### src/rtl/systolic_pkg.sv
// Shared constants, FSM state type and helpers for the 1x4 systolic feeder.
package systolic_pkg;

    localparam int DATA_W       = 16;
    localparam int ACC_W        = 32;
    localparam int N_PE         = 4;
    localparam int DRAIN_CYCLES = 4;
    localparam int DRAIN_CNT_W  = $clog2(DRAIN_CYCLES + 1);

    typedef enum logic [1:0] {
        CLEAR  = 2'd0,
        STREAM = 2'd1,
        DRAIN  = 2'd2,
        RESULT = 2'd3
    } state_t;

    function automatic logic [15:0] sat_inc16(input logic [15:0] v);
        return (v == 16'hFFFF) ? v : v + 16'd1;
    endfunction

endpackage

### src/rtl/systolic_skew_line.sv
// DEPTH-stage shift register with zero reset; delays one operand lane by DEPTH cycles.
module systolic_skew_line #(
    parameter int DEPTH = 1,
    parameter int W     = 16
) (
    input  logic         i_clk,
    input  logic         i_rst_n,
    input  logic [W-1:0] i_d,
    output logic [W-1:0] o_q
);

    logic [W-1:0] r_stage [DEPTH];

    always_ff @(posedge i_clk or negedge i_rst_n) begin
        if (!i_rst_n) begin
            for (int i = 0; i < DEPTH; i++) begin
                r_stage[i] <= '0;
            end
        end else begin
            r_stage[0] <= i_d;
            for (int i = 1; i < DEPTH; i++) begin
                r_stage[i] <= r_stage[i-1];
            end
        end
    end

    assign o_q = r_stage[DEPTH-1];

endmodule

### src/rtl/systolic1x4_feeder.sv
// Feeds skewed operand beats into a 1x4 systolic MAC array, drains it and returns c0..c3
// over valid/ready. Define SYSTOLIC_FEED_PERF_EN to add res_beats/res_cycles job counters.
module systolic1x4_feeder #(
    parameter int DATA_W = systolic_pkg::DATA_W,
    parameter int ACC_W  = systolic_pkg::ACC_W
) (
    input  logic                  i_clk,
    input  logic                  i_rst_n,
    input  logic                  i_in_valid,
    output logic                  o_in_ready,
    input  logic [4*DATA_W-1:0]   i_in_a,
    input  logic [DATA_W-1:0]     i_in_b,
    input  logic                  i_in_last,
    output logic [DATA_W-1:0]     o_arr_a0,
    output logic [DATA_W-1:0]     o_arr_a1,
    output logic [DATA_W-1:0]     o_arr_a2,
    output logic [DATA_W-1:0]     o_arr_a3,
    output logic [DATA_W-1:0]     o_arr_b0,
    output logic                  o_arr_clr,
    input  logic [ACC_W-1:0]      i_arr_c0,
    input  logic [ACC_W-1:0]      i_arr_c1,
    input  logic [ACC_W-1:0]      i_arr_c2,
    input  logic [ACC_W-1:0]      i_arr_c3,
    output logic                  o_res_valid,
    input  logic                  i_res_ready,
`ifdef SYSTOLIC_FEED_PERF_EN
    output logic [15:0]           o_res_beats,
    output logic [15:0]           o_res_cycles,
`endif
    output logic [4*ACC_W-1:0]    o_res_c
);

    import systolic_pkg::*;

    state_t                   r_state;
    state_t                   w_state_next;
    logic [DRAIN_CNT_W-1:0]   r_drain_cnt;
    logic                     r_in_ready;
    logic                     r_arr_clr;
    logic                     r_res_valid;
    logic [4*ACC_W-1:0]       r_res_c;
    logic [DATA_W-1:0]        r_arr_b0;
    logic [DATA_W-1:0]        r_arr_a  [N_PE];
    logic [DATA_W-1:0]        w_lane_a [N_PE];
    logic [DATA_W-1:0]        w_skew_a [N_PE];
    logic                     w_accept;
    logic                     w_capture;
    logic                     w_in_ready_next;
    logic                     w_arr_clr_next;
    logic                     w_res_valid_next;

    assign w_accept  = i_in_valid & r_in_ready;
    // PE3 accumulates the last beat on the 4th edge after accept; sample on the 5th.
    assign w_capture = (r_state == DRAIN) && (r_drain_cnt == DRAIN_CNT_W'(DRAIN_CYCLES));

    // Lane k is delayed k cycles so it meets b after b has crossed k PE registers.
    genvar gi;
    generate
        for (gi = 0; gi < N_PE; gi++) begin : g_lane
            assign w_lane_a[gi] = w_accept ? i_in_a[gi*DATA_W +: DATA_W] : '0;
            if (gi == 0) begin : g_direct
                assign w_skew_a[gi] = w_lane_a[gi];
            end else begin : g_skew
                systolic_skew_line #(
                    .DEPTH (gi),
                    .W     (DATA_W)
                ) u_skew (
                    .i_clk   (i_clk),
                    .i_rst_n (i_rst_n),
                    .i_d     (w_lane_a[gi]),
                    .o_q     (w_skew_a[gi])
                );
            end
        end
    endgenerate

    always_ff @(posedge i_clk or negedge i_rst_n) begin
        if (!i_rst_n) begin
            for (int i = 0; i < N_PE; i++) begin
                r_arr_a[i] <= '0;
            end
        end else begin
            for (int i = 0; i < N_PE; i++) begin
                r_arr_a[i] <= w_skew_a[i];
            end
        end
    end

    always_ff @(posedge i_clk or negedge i_rst_n) begin
        if (!i_rst_n) begin
            r_state     <= CLEAR;
            r_drain_cnt <= '0;
            r_in_ready  <= 1'b0;
            r_arr_clr   <= 1'b1;
            r_res_valid <= 1'b0;
            r_res_c     <= '0;
            r_arr_b0    <= '0;
        end else begin
            r_state     <= w_state_next;
            r_drain_cnt <= (r_state == DRAIN) ? r_drain_cnt + DRAIN_CNT_W'(1) : '0;
            r_in_ready  <= w_in_ready_next;
            r_arr_clr   <= w_arr_clr_next;
            r_res_valid <= w_res_valid_next;
            r_arr_b0    <= w_accept ? i_in_b : '0;
            if (w_capture) begin
                r_res_c <= {i_arr_c3, i_arr_c2, i_arr_c1, i_arr_c0};
            end
        end
    end

    always_comb begin
        w_state_next = r_state;
        case (r_state)
            CLEAR:   w_state_next = STREAM;
            STREAM:  if (w_accept && i_in_last) w_state_next = DRAIN;
            DRAIN:   if (w_capture) w_state_next = RESULT;
            RESULT:  if (i_res_ready) w_state_next = CLEAR;
            default: w_state_next = CLEAR;
        endcase
    end

    // Outputs are decoded from the next state so they line up with the registered state.
    always_comb begin
        w_in_ready_next  = (w_state_next == STREAM);
        w_arr_clr_next   = (w_state_next == CLEAR);
        w_res_valid_next = (w_state_next == RESULT);
    end

`ifdef SYSTOLIC_FEED_PERF_EN
    logic [15:0] r_beat_cnt;
    logic [15:0] r_cyc_cnt;
    logic [15:0] r_res_beats;
    logic [15:0] r_res_cycles;

    always_ff @(posedge i_clk or negedge i_rst_n) begin
        if (!i_rst_n) begin
            r_beat_cnt   <= '0;
            r_cyc_cnt    <= '0;
            r_res_beats  <= '0;
            r_res_cycles <= '0;
        end else begin
            if (r_state == CLEAR) begin
                r_beat_cnt <= '0;
                r_cyc_cnt  <= '0;
            end else if (r_state == STREAM || r_state == DRAIN) begin
                r_cyc_cnt <= sat_inc16(r_cyc_cnt);
                if (w_accept) begin
                    r_beat_cnt <= sat_inc16(r_beat_cnt);
                end
            end
            if (w_capture) begin
                r_res_beats  <= r_beat_cnt;
                r_res_cycles <= sat_inc16(r_cyc_cnt);
            end
        end
    end

    assign o_res_beats  = r_res_beats;
    assign o_res_cycles = r_res_cycles;
`endif

    assign o_in_ready  = r_in_ready;
    assign o_arr_clr   = r_arr_clr;
    assign o_res_valid = r_res_valid;
    assign o_res_c     = r_res_c;
    assign o_arr_b0    = r_arr_b0;
    assign o_arr_a0    = r_arr_a[0];
    assign o_arr_a1    = r_arr_a[1];
    assign o_arr_a2    = r_arr_a[2];
    assign o_arr_a3    = r_arr_a[3];

endmodule

### config.mk
export PLATFORM = sky130hd
export DESIGN_NAME = systolic1x4_feeder
export DESIGN_NICKNAME = d
export VERILOG_FILES = /design/src/rtl/systolic_pkg.sv /design/src/rtl/systolic_skew_line.sv /design/src/rtl/systolic1x4_feeder.sv
export SDC_FILE = /design/constraint.sdc
export NUM_CORES = 1
export LEC_CHECK = 0
export ABC_AREA = 1
export BUFFER_PORTS_ARGS = -buffer_cell sky130_fd_sc_hd__buf_4
export CORE_AREA = 3 3 165 167
export CTS_BUF_LIST = sky130_fd_sc_hd__clkbuf_8
export DETAILED_ROUTE_END_ITERATION = 10
export DIE_AREA = 0 0 168 170
export PLACE_DENSITY = 0.78
export SLEW_MARGIN = 20
export SYNTH_ARGS = -nofsm -noshare
export SYNTH_HDL_FRONTEND = slang
export SYNTH_SLANG_ARGS = --single-unit
### constraint.sdc
create_clock -name i_clk -period 1.9 [get_ports i_clk]
set_input_delay 0.57 -clock i_clk [delete_from_list [all_inputs] [get_ports i_clk]]
set_output_delay 0.57 -clock i_clk [all_outputs]
set_load 0.01 [all_outputs]
---- Yosys cells after proc, flatten, opt, wreduce, memory -nomap -nowiden ----
Index checks and enable logic that the tools add are counted.
word-level totals
  flip-flop bits (word level) ............. 312
  input port bits ......................... 213
  output and inout port bits .............. 211
  word-level logic and storage cells ...... 39
cells by class
  add/sub/neg operators ................... 1
  equality and inequality tests ........... 6
  muxes and demuxes ....................... 10
  bitwise operators ....................... 1
  reduce and logical (&&, ||, !) cells .... 4
operators with widths
  operator                                                               number
  16-bit 2-to-1 mux                                                      5
  2-bit one-hot mux with 4 select lines                                  1
  2-bit equality test, second input constant                             3
  2-bit 2-to-1 mux                                                       3
  2-bit by 1-bit equality test with 1-bit output, second input constant  2
  2-bit zero test                                                        2
  3-bit by 1-bit adder with 3-bit output, second input constant          1
  3-bit equality test, second input constant                             1
  3-bit 2-to-1 mux                                                       1
  1-bit logical AND                                                      2
  1-bit bitwise AND                                                      1

---- Depth between registers and ports, before layout ----
Gate-level depths: netlist (run 1).
  depth in word-level cells ............... 5
  gate-level depth with buffers ........... 8
  gate-level depth less buffers ........... 6

---- Modules after synthesis ----
A second synthesis (run 1) with hierarchy kept.
unflattened totals
  cell total of the unflattened synthesis .. 954
  area, all modules ....................... 10433.8 um^2
modules (own cells, without submodules)
  module                                        instances  cells each  area each (um^2)  sequential area each (um^2)
  systolic1x4_feeder                            1          826         7791.2            5406.4
  systolic_skew_line (g_lane[3].g_skew.u_skew)  1          64          1321.3            1201.2
  systolic_skew_line (g_lane[2].g_skew.u_skew)  1          48          920.9             800.8
  systolic_skew_line (g_lane[1].g_skew.u_skew)  1          16          400.4             400.4

---- Worst setup path before layout (run 1) ----
Ideal clock, no wire load.
  path type ............................... reg-to-reg
  start point ............................. register r_drain_cnt[0]
  end point ............................... register r_res_c[117], in the netlist o_res_c[117]
  library setup time ...................... 65 ps
  arrival ................................. 1180 ps
  required time ........................... 1835 ps
  path slack .............................. 655 ps
  cell stages (with the launch flop) ...... 9
  buffers on the path ..................... 2
  clock period less this slack ............ 1245 ps
  cell sequence ........................... dfrtp_1 -> inv_1 -> ha_1 -> nand2_1 -> nor2_2 -> buf_4 -> buf_4 -> nand2_1 -> nand2_1
on the way
  word-level cells in the longest chain between the ends .. 2
RTL lines
  element                   RTL line                   RTL
  start: declaration        systolic1x4_feeder.sv:37   logic [DRAIN_CNT_W-1:0] r_drain_cnt;
  start signal: assignment  systolic1x4_feeder.sv:100  r_drain_cnt <= (r_state == DRAIN) ? r_drain_cnt + DRAIN_CNT_W'(1) : '0;
  3-bit equality test       systolic1x4_feeder.sv:54   assign w_capture = (r_state == DRAIN) && (r_drain_cnt == DRAIN_CNT_W'(DRAIN_CYCLES));
  1-bit logical AND         systolic1x4_feeder.sv:54
  end signal: assignment    systolic1x4_feeder.sv:106  r_res_c <= {i_arr_c3, i_arr_c2, i_arr_c1, i_arr_c0};
  end: declaration          systolic1x4_feeder.sv:41   logic [4*ACC_W-1:0] r_res_c;
No other way between the ends.
A chain may end at the register's enable or synchronous reset.

---- Worst setup path in the final report (run 1) ----
  start point ............................. register r_arr_clr, in the netlist o_arr_clr
  end point ............................... output o_arr_clr
RTL lines
  element                   RTL line                   RTL
  start: declaration        systolic1x4_feeder.sv:39   logic r_arr_clr;
  start signal: assignment  systolic1x4_feeder.sv:102  r_arr_clr <= w_arr_clr_next;
  end: declaration          systolic1x4_feeder.sv:19   output logic o_arr_clr,
No word-level cell between the ends.

==> results of run 1 <==
## synth_stat cells
library cell  instances
dfstp_2               1
o21ai_0               2
nand2_2               1
inv_1                89
dfrtp_1             311
buf_4                12
buf_6                 1
clkbuf_1              8
inv_2                 1
xnor2_1               1
buf_2                15
nand4_1               1
nor2_2                1
nor2_1               86
ha_1                  2
nand2_1             390
nand3_1               2
## layer usage
| layer | vias to the layer above | track usage, % | routed length, µm |
|---|---|---|---|
| met2 | 375 | 31.4 | 13500 |
| met3 | 58 | 7.22 | 2900 |
| met5 | - | 0 | 0 |
| met4 | 0 | 6.65 | 813 |
| li1 | 3651 | - | - |
| met1 | 3732 | 20.7 | 9600 |
## kinds of logic after synthesis
family                   count (synthesis)  synth area share, %
adder cells (fa/ha/maj)                  2                0.245
XOR/XNOR                                 1               0.0858
flip-flops                             312                 76.5
AO/OA/AOI/OAI                            2               0.0980
AND/OR/NAND/NOR                        481                 17.8
buffers and inverters                  126                 5.33
## per-stage QoR
stage | utilization, % | area (µm²)
after floorplan | - | 10200
after global placement | 54.0 | 14000
after detailed placement | 54.0 | 14000
after CTS | 57.7 | 15000
after global routing | 57.7 | 15000
final | 57.7 | 15000
## power breakdown
group	total (mW)	internal (mW)	switching (mW)	leakage, nW
registers	7.48	7.26	0.213	3.55
clock network	5.37	2.87	2.50	0.565
logic	1.57	0.767	0.798	3.95
total	14.4	10.9	3.51	8.07
## cell type report
class	instances	area (µm²)	share of cell area (%)
inverter	90	338	2.26
multi-input combinational	486	1870	12.5
tap	335	419	2.80
sequential	312	7810	52.2
clock inverter	25	135	0.904
clock buffer	60	826	5.52
timing repair buffer	456	3560	23.8
## registers in the layout, indices dropped and copies added (netlist names)
signal,flops
r_state,2
o_in_ready,1
g_lane.g_skew.u_skew.r_stage,48
g_lane.g_skew.u_skew.o_q,48
o_arr_a3,16
o_arr_clr,1
o_res_valid,1
o_arr_a0,16
o_arr_a2,16
o_arr_b0,16
o_res_c,128
o_arr_a1,16
r_drain_cnt,3
## worst max path at each step
stage / to / slack, ps / depth (start not counted)
3_5_place_dp: o_res_c[72] / 250 / 7
4_1_cts: o_arr_clr / 110 / 1
5_1_grt: o_arr_clr / 80 / 1
2_1_floorplan: o_res_c[117] / 660 / 8
3_3_place_gp: o_res_c[49] / 340 / 7
6_report: o_arr_clr / 150 / 1
==> reports/metrics.yaml, run 1 <==
outcome: "complete, no violations"
n_antenna_cell: 0
startpoint_type: "register"
worst_pin_slew_ps: 441
tns_ps: 0
ys_ff_latch: 312
ctsHtreeMaxLevel: 2
hold_viol: 0
drv_cap: 0
synth-seq-area-share_pct: 76.5
fin_crit_ps: 1750
synth_warnings: 0
numCtsBuffers: 49
crit_slowest_cell: "dfstp_2"
cp-end-kind: "primary output"
post_drt_wl_per_cell_um: 15.2
drive_gt1_share_pct: 36.8
setup_viol: 0
vias: 7816
synthesis.nets: 1139
dp_slack_ps: 247
critical_path_required_ps: 1330
fin_skew_ps: 22.6
yosysTopAreaCell: "dfrtp_1"
fp.dieH_um: 170
synth_cells: 924
syn_avg_cell_area_um2: 11.1
avgViaCountPerCell: 4.43
min_to: "o_res_c[96]"
holdPathStages: 3
synth_area_leaders: "dfrtp_1 (76%), nand2_1 (14%), inv_1 (3.3%)"
grtUsageTotal_pct: 18.2
cts_resized: 0
r2r_setup_slack_ps: 290
cts_sinks: 312
core-area_mm2: 0.0259
critPathLaunch: "o_arr_clr"
crit_buf_inv: 1
layout_common_cells: "buf_4 (444), nand2_1 (389), dfrtp_1 (311)"
r2r-start: "r_drain_cnt[0]"
grt_max_degree: 60
initial_core_util_pct: 39.4
final_common_cell: "buf_4"
maxSlewHeadroom_pct: 70.5
post-cts-setup-buffer-count: 0
clockBufferDepth: 3
grt_setup_unrepaired: "no"
antenna_left: 0
total_power_mw: 14.4
rr_worst_depth: 7
dp_cells: 1678
cts_tree: "done"
drt_iter0_markers: 471
peakVddDrop_mv: 0.921
cp_top_family: "flip-flops"
grt_pass1_wl_um: 41900
drt_pass1_iterations: 6
drc_errors: 0
slew_viol_final: 0
power.density_mw_per_mm2: 964
synth.distinct_cells: 17
wirelength_um: 26800
dp_hpwl_um: 19700
max_freq_mhz: 570
top_level_ports: 424
gr-total-overflow: 0
hold_start: "i_arr_c3[0]"
gp_congestion: 0.807
max_stage_delay_ps: 510
holdWs_ps: 209
hold_buffers: 1
setup_ws_ps: 147
netlist_area_mm2: 0.0102
grt_pass1_vias: 8235
port_buffers: 423
fill_cells: 2109
p_leak_nw: 8.07
yosysTopAreaCellShare_pct: 76.2
clockRootBuffer: "clkbuf_8"
area_growth_pct: 46.4
hold_class: "in -> reg"
cp_cell_sequence: "buf_4"
critPathMaxFanout: 1
clkTransAtPathRegs_ps: 60
path_class: "reg -> out"
fp.dieW_um: 168
nets: 1610
crit_arrival_ps: 1180
min_period_over_period_pct: 92.3
dieArea_mm2: 0.0286
clkLatencyLatePin_ps: 560
antenna_found_initial: 0
row_count: 59
r2r_end: "o_res_c[72]"
fin_cells: 1764
No activity file was read; power rests on OpenSTA's default activity.
==> inputs of run 2 (changes only) <==
- CELL_PAD_IN_SITES_DETAIL_PLACEMENT: unset -> 1
- CELL_PAD_IN_SITES_GLOBAL_PLACEMENT: unset -> 2
- CORE_AREA: 3 3 165 167 -> unset
- CORE_MARGIN: unset -> 3
- CORE_UTILIZATION: unset -> 32
- DIE_AREA: 0 0 168 170 -> unset
- PLACE_DENSITY: 0.78 -> 0.95
- clock period: 1.9 -> 2.2 ns (I/O delays scaled with it)
==> run 2 against run 1 <==
  * Via count rose by 0.23%
  * Power fell by 12%
  * Clock skew rose by 12 ps
  * Final area barely moved
  * Wire length rose by 18%
  * Worst setup slack improved by 180 ps
  * Utilization fell by 9.5 points
  * Sequential cell count did not move
  * Critical path depth did not move
  * Highest routed layer unchanged
==> reports/metrics.yaml, run 2 (synthesis gave the netlist of run 1 again) <==
n_antenna_cell: 0  # unchanged
maxSlewHeadroom_pct: 68.4  # -2.1 points
hold_viol: 0  # unchanged
ctsHtreeMaxLevel: 2  # unchanged
setup_viol: 0  # unchanged
gp_congestion: 0.747  # -7.4%
grtUsageMet2_pct: 32.4  # +1.0 points
nets: 1599  # -0.68%
fp.dieH_um: 185  # +8.6%
met3_usage_pct: 7.95  # +0.73 points
tns_ps: 0  # unchanged
fin_cells: 1817  # +3.0%
grt_busiest_layer: "met2"
cp_cell_sequence: "buf_4"
crit_buf_inv: 1  # unchanged
cts_sinks: 312  # unchanged
p_clk_share_pct: 38.3  # +1.1 points
fp.dieW_um: 185  # +9.9%
hold_class: "in -> reg"
core-area_mm2: 0.0310  # +20%
grt_pass1_wl_um: 47600  # +14%
cp_top_family: "flip-flops"
max_freq_mhz: 535
antenna_found_initial: 0  # unchanged
met1_usage_pct: 18.8  # -1.9 points
largest_register_ffs: 128  # unchanged
drc_errors: 0  # unchanged
dp_cells: 1726  # +2.9%
post_drt_wl_per_cell_um: 17.4  # +14%
clockRootBuffer: "clkbuf_8"
row_count: 64  # +8.5%
critical_path_required_ps: 1540  # +210 ps
grtUsageTotal_pct: 18.0  # -0.25 points
switching_share_pct: 25.2  # +0.88 points
drt_pass1_iterations: 5  # -1
layout_common_cells: "buf_4 (433), nand2_1 (389), dfrtp_1 (311)"
fin_skew_ps: 34.9  # +12.3 ps
drt_iter0_markers: 277  # -41%
gr-total-overflow: 0  # unchanged
top_level_ports: 424  # unchanged
power.density_mw_per_mm2: 850  # -12%
power_frac_seq_pct: 51.0  # -0.9 points
antenna_left: 0  # unchanged
drive_gt1_share_pct: 36.0  # -0.78 points
avgViaCountPerCell: 4.31  # -2.7%
crit_slowest_cell: "dfstp_2"
crit_arrival_ps: 1210  # +30 ps
final_common_cell: "buf_4"
cp-end-kind: "primary output"
drv_cap: 0  # unchanged
max_stage_delay_ps: 510  # about the same
grt_setup_unrepaired: "no"
min_period_over_period_pct: 85.0
outcome: "complete, no violations"
dieArea_mm2: 0.0341  # +19%
vias: 7834  # +0.23%
fill_cells: 3461  # +64%
slew_viol_final: 0  # unchanged
pwr-share-comb_pct: 10.8  # about the same
numCtsBuffers: 51  # +4.1%
port_buffers: 423  # unchanged
wirelength_um: 31500  # +18%
grt_pass1_vias: 8730  # +6.0%
hold_buffers: 1  # unchanged
multi_input_area_mm2: 0.00187  # unchanged
cts_resized: 0  # unchanged
p_sw_mw: 3.20  # -8.7%
initial_core_util_pct: 33.0  # -6.5 points
clkLatencyLatePin_ps: 580  # +20 ps
cts_tree: "done"
dp_hpwl_um: 23000  # +17%
post-cts-setup-buffer-count: 0  # unchanged
worst_pin_slew_ps: 473  # +32.0 ps
clkTransAtPathRegs_ps: 60  # about the same
peakVddDrop_mv: 0.591  # -36%
register_area_mm2: 0.00781  # unchanged
p_leak_nw: 8.03  # -0.47%
critPathMaxFanout: 1  # unchanged
internal_power_mw: 9.49  # -13%
grt_max_degree: 92  # +53%
startpoint_type: "register"
area_growth_pct: 46.3  # about the same
path_class: "reg -> out"
fin_crit_ps: 1870
clockBufferDepth: 3  # unchanged
==> run 2: cell types whose count changed in the layout (fill, tap and decap cells not counted) <==
cell	delta
inv_12	+1
clkinv_8	-1
buf_4	-11
inv_1	+6
buf_12	-2
clkinv_2	-3
clkbuf_8	+2
==> run 2: metrics by stage <==
stage | total power [mW] | setup WS (ps) | hold WS [ps] | area (µm²) | util [%]
6_report | 12.7 | 331 | 279 | 14900 | 48.2
3_5_place_dp | 7.98 | 639 | 336 | 13900 | 45.0
5_1_grt | 13.4 | 268 | 245 | 14900 | 48.2
2_1_floorplan | 6.90 | 897 | 331 | 10200 | -
4_1_cts | 13.0 | 279 | 217 | 14900 | 48.2
3_3_place_gp | 7.89 | 702 | 331 | 13900 | 45.0
==> run 2: layer usage <==
metal / wire [µm] / vias to the layer above / part of all wire, %
met3: 3730 / 63 / 12
li1: - / 3624 / -
met1: 11100 / 3798 / 35
met5: 0 / - / 0
met2: 15900 / 349 / 50
met4: 818 / 0 / 2.6
==> run 2: final cells by class <==
cell class	count	share of cell area (%)
multi-input combinational	486	12.5
timing repair buffer	443	23.0
clock inverter	28	0.955
sequential	312	52.3
tap	396	3.32
clock buffer	62	5.71
inverter	90	2.26
==> run 2: worst paths after layout <==
path                                                start                                  end  slack, ps  depth (start not counted)
max in group asynchronous                         i_rst_n  g_lane[3].g_skew.u_skew.r_stage[37]        870                          3
max reg2reg                                r_drain_cnt[0]                          o_res_c[33]        610                          7
min in group asynchronous                         i_rst_n                          o_res_c[62]        610                          2
min reg2reg                g_lane[1].g_skew.u_skew.o_q[3]                          o_arr_a1[3]        340                          0
min                                          i_arr_c1[23]                          o_res_c[55]        280                          3
max                                             o_arr_clr                            o_arr_clr        330                          1
==> run 2: power by group through the flow <==
| stage | clock network [mW] | logic [mW] | registers (mW) |
|---|---|---|---|
| final | 4.86 | 1.37 | 6.47 |
| after global routing | 5.32 | 1.51 | 6.53 |
| after CTS | 5.07 | 1.41 | 6.48 |
| after detailed placement | 0 | 1.40 | 6.58 |
| after global placement | 0 | 1.36 | 6.53 |
| after floorplan | 0 | 0.263 | 6.64 |
==> inputs of run 3 (changes only) <==
- CORE_UTILIZATION: 32 -> 27
- PLACE_DENSITY: 0.95 -> 0.89
- clock period: 2.2 -> 1.6 ns (I/O delays scaled with it)
==> run 3 against run 2 <==
  * Worst setup slack worse by 440 ps
  * Sequential power grew 38%
  * Clock skew grew 7.9 ps
  * Via count increased by 16%
  * Sequential share of layout area decreased by 8.9 points
  * First-iteration DRC count grew 20%
  * Clock-buffer cell count up 10
  * Non-clock buffer count rose by 207
  * Wire length increased by 30%
  * The flow now finishes with violations (negative setup slack)
  * Utilization rose by 0.46 points
  * Critical path type unchanged
  * Final area up 20%
  * Largest cell class unchanged
  * Final cell count is 18% higher
==> reports/metrics.yaml, run 3 (synthesis gave the netlist of run 1 again) <==
vias: 9088  # +16%
dieArea_mm2: 0.0402  # +18%
register_area_mm2: 0.00781  # unchanged
post_drt_wl_per_cell_um: 19.2  # +10%
outcome: "complete, but fails checks"
largest_register_ffs: 128  # unchanged
grtUsageTotal_pct: 19.4  # +1.5 points
gp_congestion: 0.802  # +7.3%
row_count: 70  # +9.4%
peakVddDrop_mv: 0.973  # +65%
path_class: "reg -> out"
top_level_ports: 424  # unchanged
hold_viol: 0  # unchanged
ctsHtreeMaxLevel: 2  # unchanged
drc_errors: 0  # unchanged
drt_iter0_markers: 332  # +20%
max_stage_delay_ps: 530  # +20 ps
setup_ws_ps: -109  # -439 ps
setup_viol: 160  # +160
cts_tree: "done"
clockBufferDepth: 3  # unchanged
avgViaCountPerCell: 4.24  # -1.6%
final_util_pct: 48.7  # +0.46 points
grt_pass1_vias: 10393  # +19%
grt_pass1_wl_um: 61400  # +29%
dp_hpwl_um: 23700  # +2.9%
drt_pass1_iterations: 4  # -1
layout_common_cells: "nand2_1 (385), buf_4 (322), dfrtp_1 (311)"
final_common_cell: "nand2_1"
tns_ps: -4210  # -4210 ps
area_growth_pct: 76.2
drv_cap: 0  # unchanged
numCtsBuffers: 52  # +2.0%
clockRootBuffer: "clkbuf_8"
violations: "negative setup slack"
maxSlewHeadroom_pct: 66.2  # -2.3 points
core-area_mm2: 0.0370  # +19%
crit_arrival_ps: 1230  # +20 ps
min_period_over_period_pct: 107
critPathMaxFanout: 1  # unchanged
fp.dieW_um: 200  # +8.6%
dp_cells: 1854  # +7.4%
p_leak_nw: 9.32  # +16%
crit_slowest_cell: "dfstp_2"
multi_input_area_mm2: 0.00188  # +0.54%
slew_viol_final: 0  # unchanged
fin_crit_ps: 1710
gr-total-overflow: 0  # unchanged
port_buffers: 423  # unchanged
hold_class: "in -> reg"
cts_sinks: 312  # unchanged
fin_skew_ps: 42.7  # +7.86 ps
critical_path_required_ps: 1120  # -420 ps
worst_pin_slew_ps: 506  # +32.2 ps
cp_cell_sequence: "buf_6"
fp.dieH_um: 200  # +8.6%
fill_cells: 4055  # +17%
initial_core_util_pct: 27.6  # -5.3 points
startpoint_type: "register"
cp_top_family: "flip-flops"
grt_max_degree: 70  # -24%
cp-end-kind: "primary output"
clkLatencyLatePin_ps: 640  # +60 ps
antenna_left: 0  # unchanged
crit_buf_inv: 1  # unchanged
grt_setup_unrepaired: "yes"
drive_gt1_share_pct: 39.1  # +3.1 points
nets: 1807  # +13%
wirelength_um: 41100  # +30%
max_freq_mhz: 585
power.density_mw_per_mm2: 1070  # +26%
fin_cells: 2142  # +18%
antenna_found_initial: 3  # +3
clkTransAtPathRegs_ps: 60  # about the same
-- run 3: changes by cell type in the layout (fill, tap and decap cells not counted), moves of 10 or more --
| cell | change |
|---|---|
| buf_6 | +211 |
| inv_1 | -10 |
| dlygate4sd3_1 | +100 |
| clkbuf_8 | +10 |
| buf_4 | -111 |
-- run 3: area by class of cell --
type                    count  area share (%)
diodes                      3          0.0417
clock buffers              72            5.51
clock inverters            25            1.07
inverters                  90            1.88
multi-input cells         486            10.4
flip-flops and latches    312            43.4
well taps                 504            3.51
repair buffers            650            34.2
-- run 3: worst paths after layout --
check	from	endpoint	slack, ps	depth (start not counted)
min in group asynchronous	i_rst_n	o_res_c[80]	320	2
max reg2reg	r_drain_cnt[0]	o_res_c[20]	30	7
max in group asynchronous	i_rst_n	g_lane[2].g_skew.u_skew.o_q[10]	610	3
min reg2reg	g_lane[3].g_skew.u_skew.o_q[12]	o_arr_a3[12]	340	0
max	o_arr_clr	o_arr_clr	-110	1
min	i_arr_c0[27]	o_res_c[27]	70	3
-- run 3: layer usage --
layer	vias up	wire [µm]	global-route usage [%]
met3	92	3970	7.86
met1	4505	14800	20.9
met4	0	1580	8.26
met5	-	0	0
met2	443	20800	33.9
li1	4048	-	-
-- run 3: timing repair --
action | in CTS | in global routing
setup endpoints to repair | 211 | 233
hold buffers | 101 | 0
endpoints found under the hold margin | 134 | 0
resized for setup | 211 | 6
cloned | 0 | 2
buffers inserted | 48 | 37
pin swaps | 0 | 2
-- run 3: per-stage QoR --
step | total power [mW] | cell area, µm² | setup WS, ps | hold WS [ps]
after global placement | 11.0 | 14300 | 129 | 331
after detailed placement | 11.1 | 14300 | 73.8 | 336
after global routing | 20.2 | 18000 | -183 | 18.6
after CTS | 19.4 | 17600 | -192 | 0.206
after floorplan | 9.49 | 10200 | 355 | 184
final | 19.2 | 18000 | -109 | 65.3
-- run 3: where the power goes --
| part | leakage [nW] | internal (mW) | switching [mW] |
|---|---|---|---|
| combinational | 5.11 | 1.35 | 1.14 |
| sequential | 3.55 | 8.63 | 0.316 |
| clock | 0.663 | 4.37 | 3.43 |
| total | 9.32 | 14.3 | 4.89 |
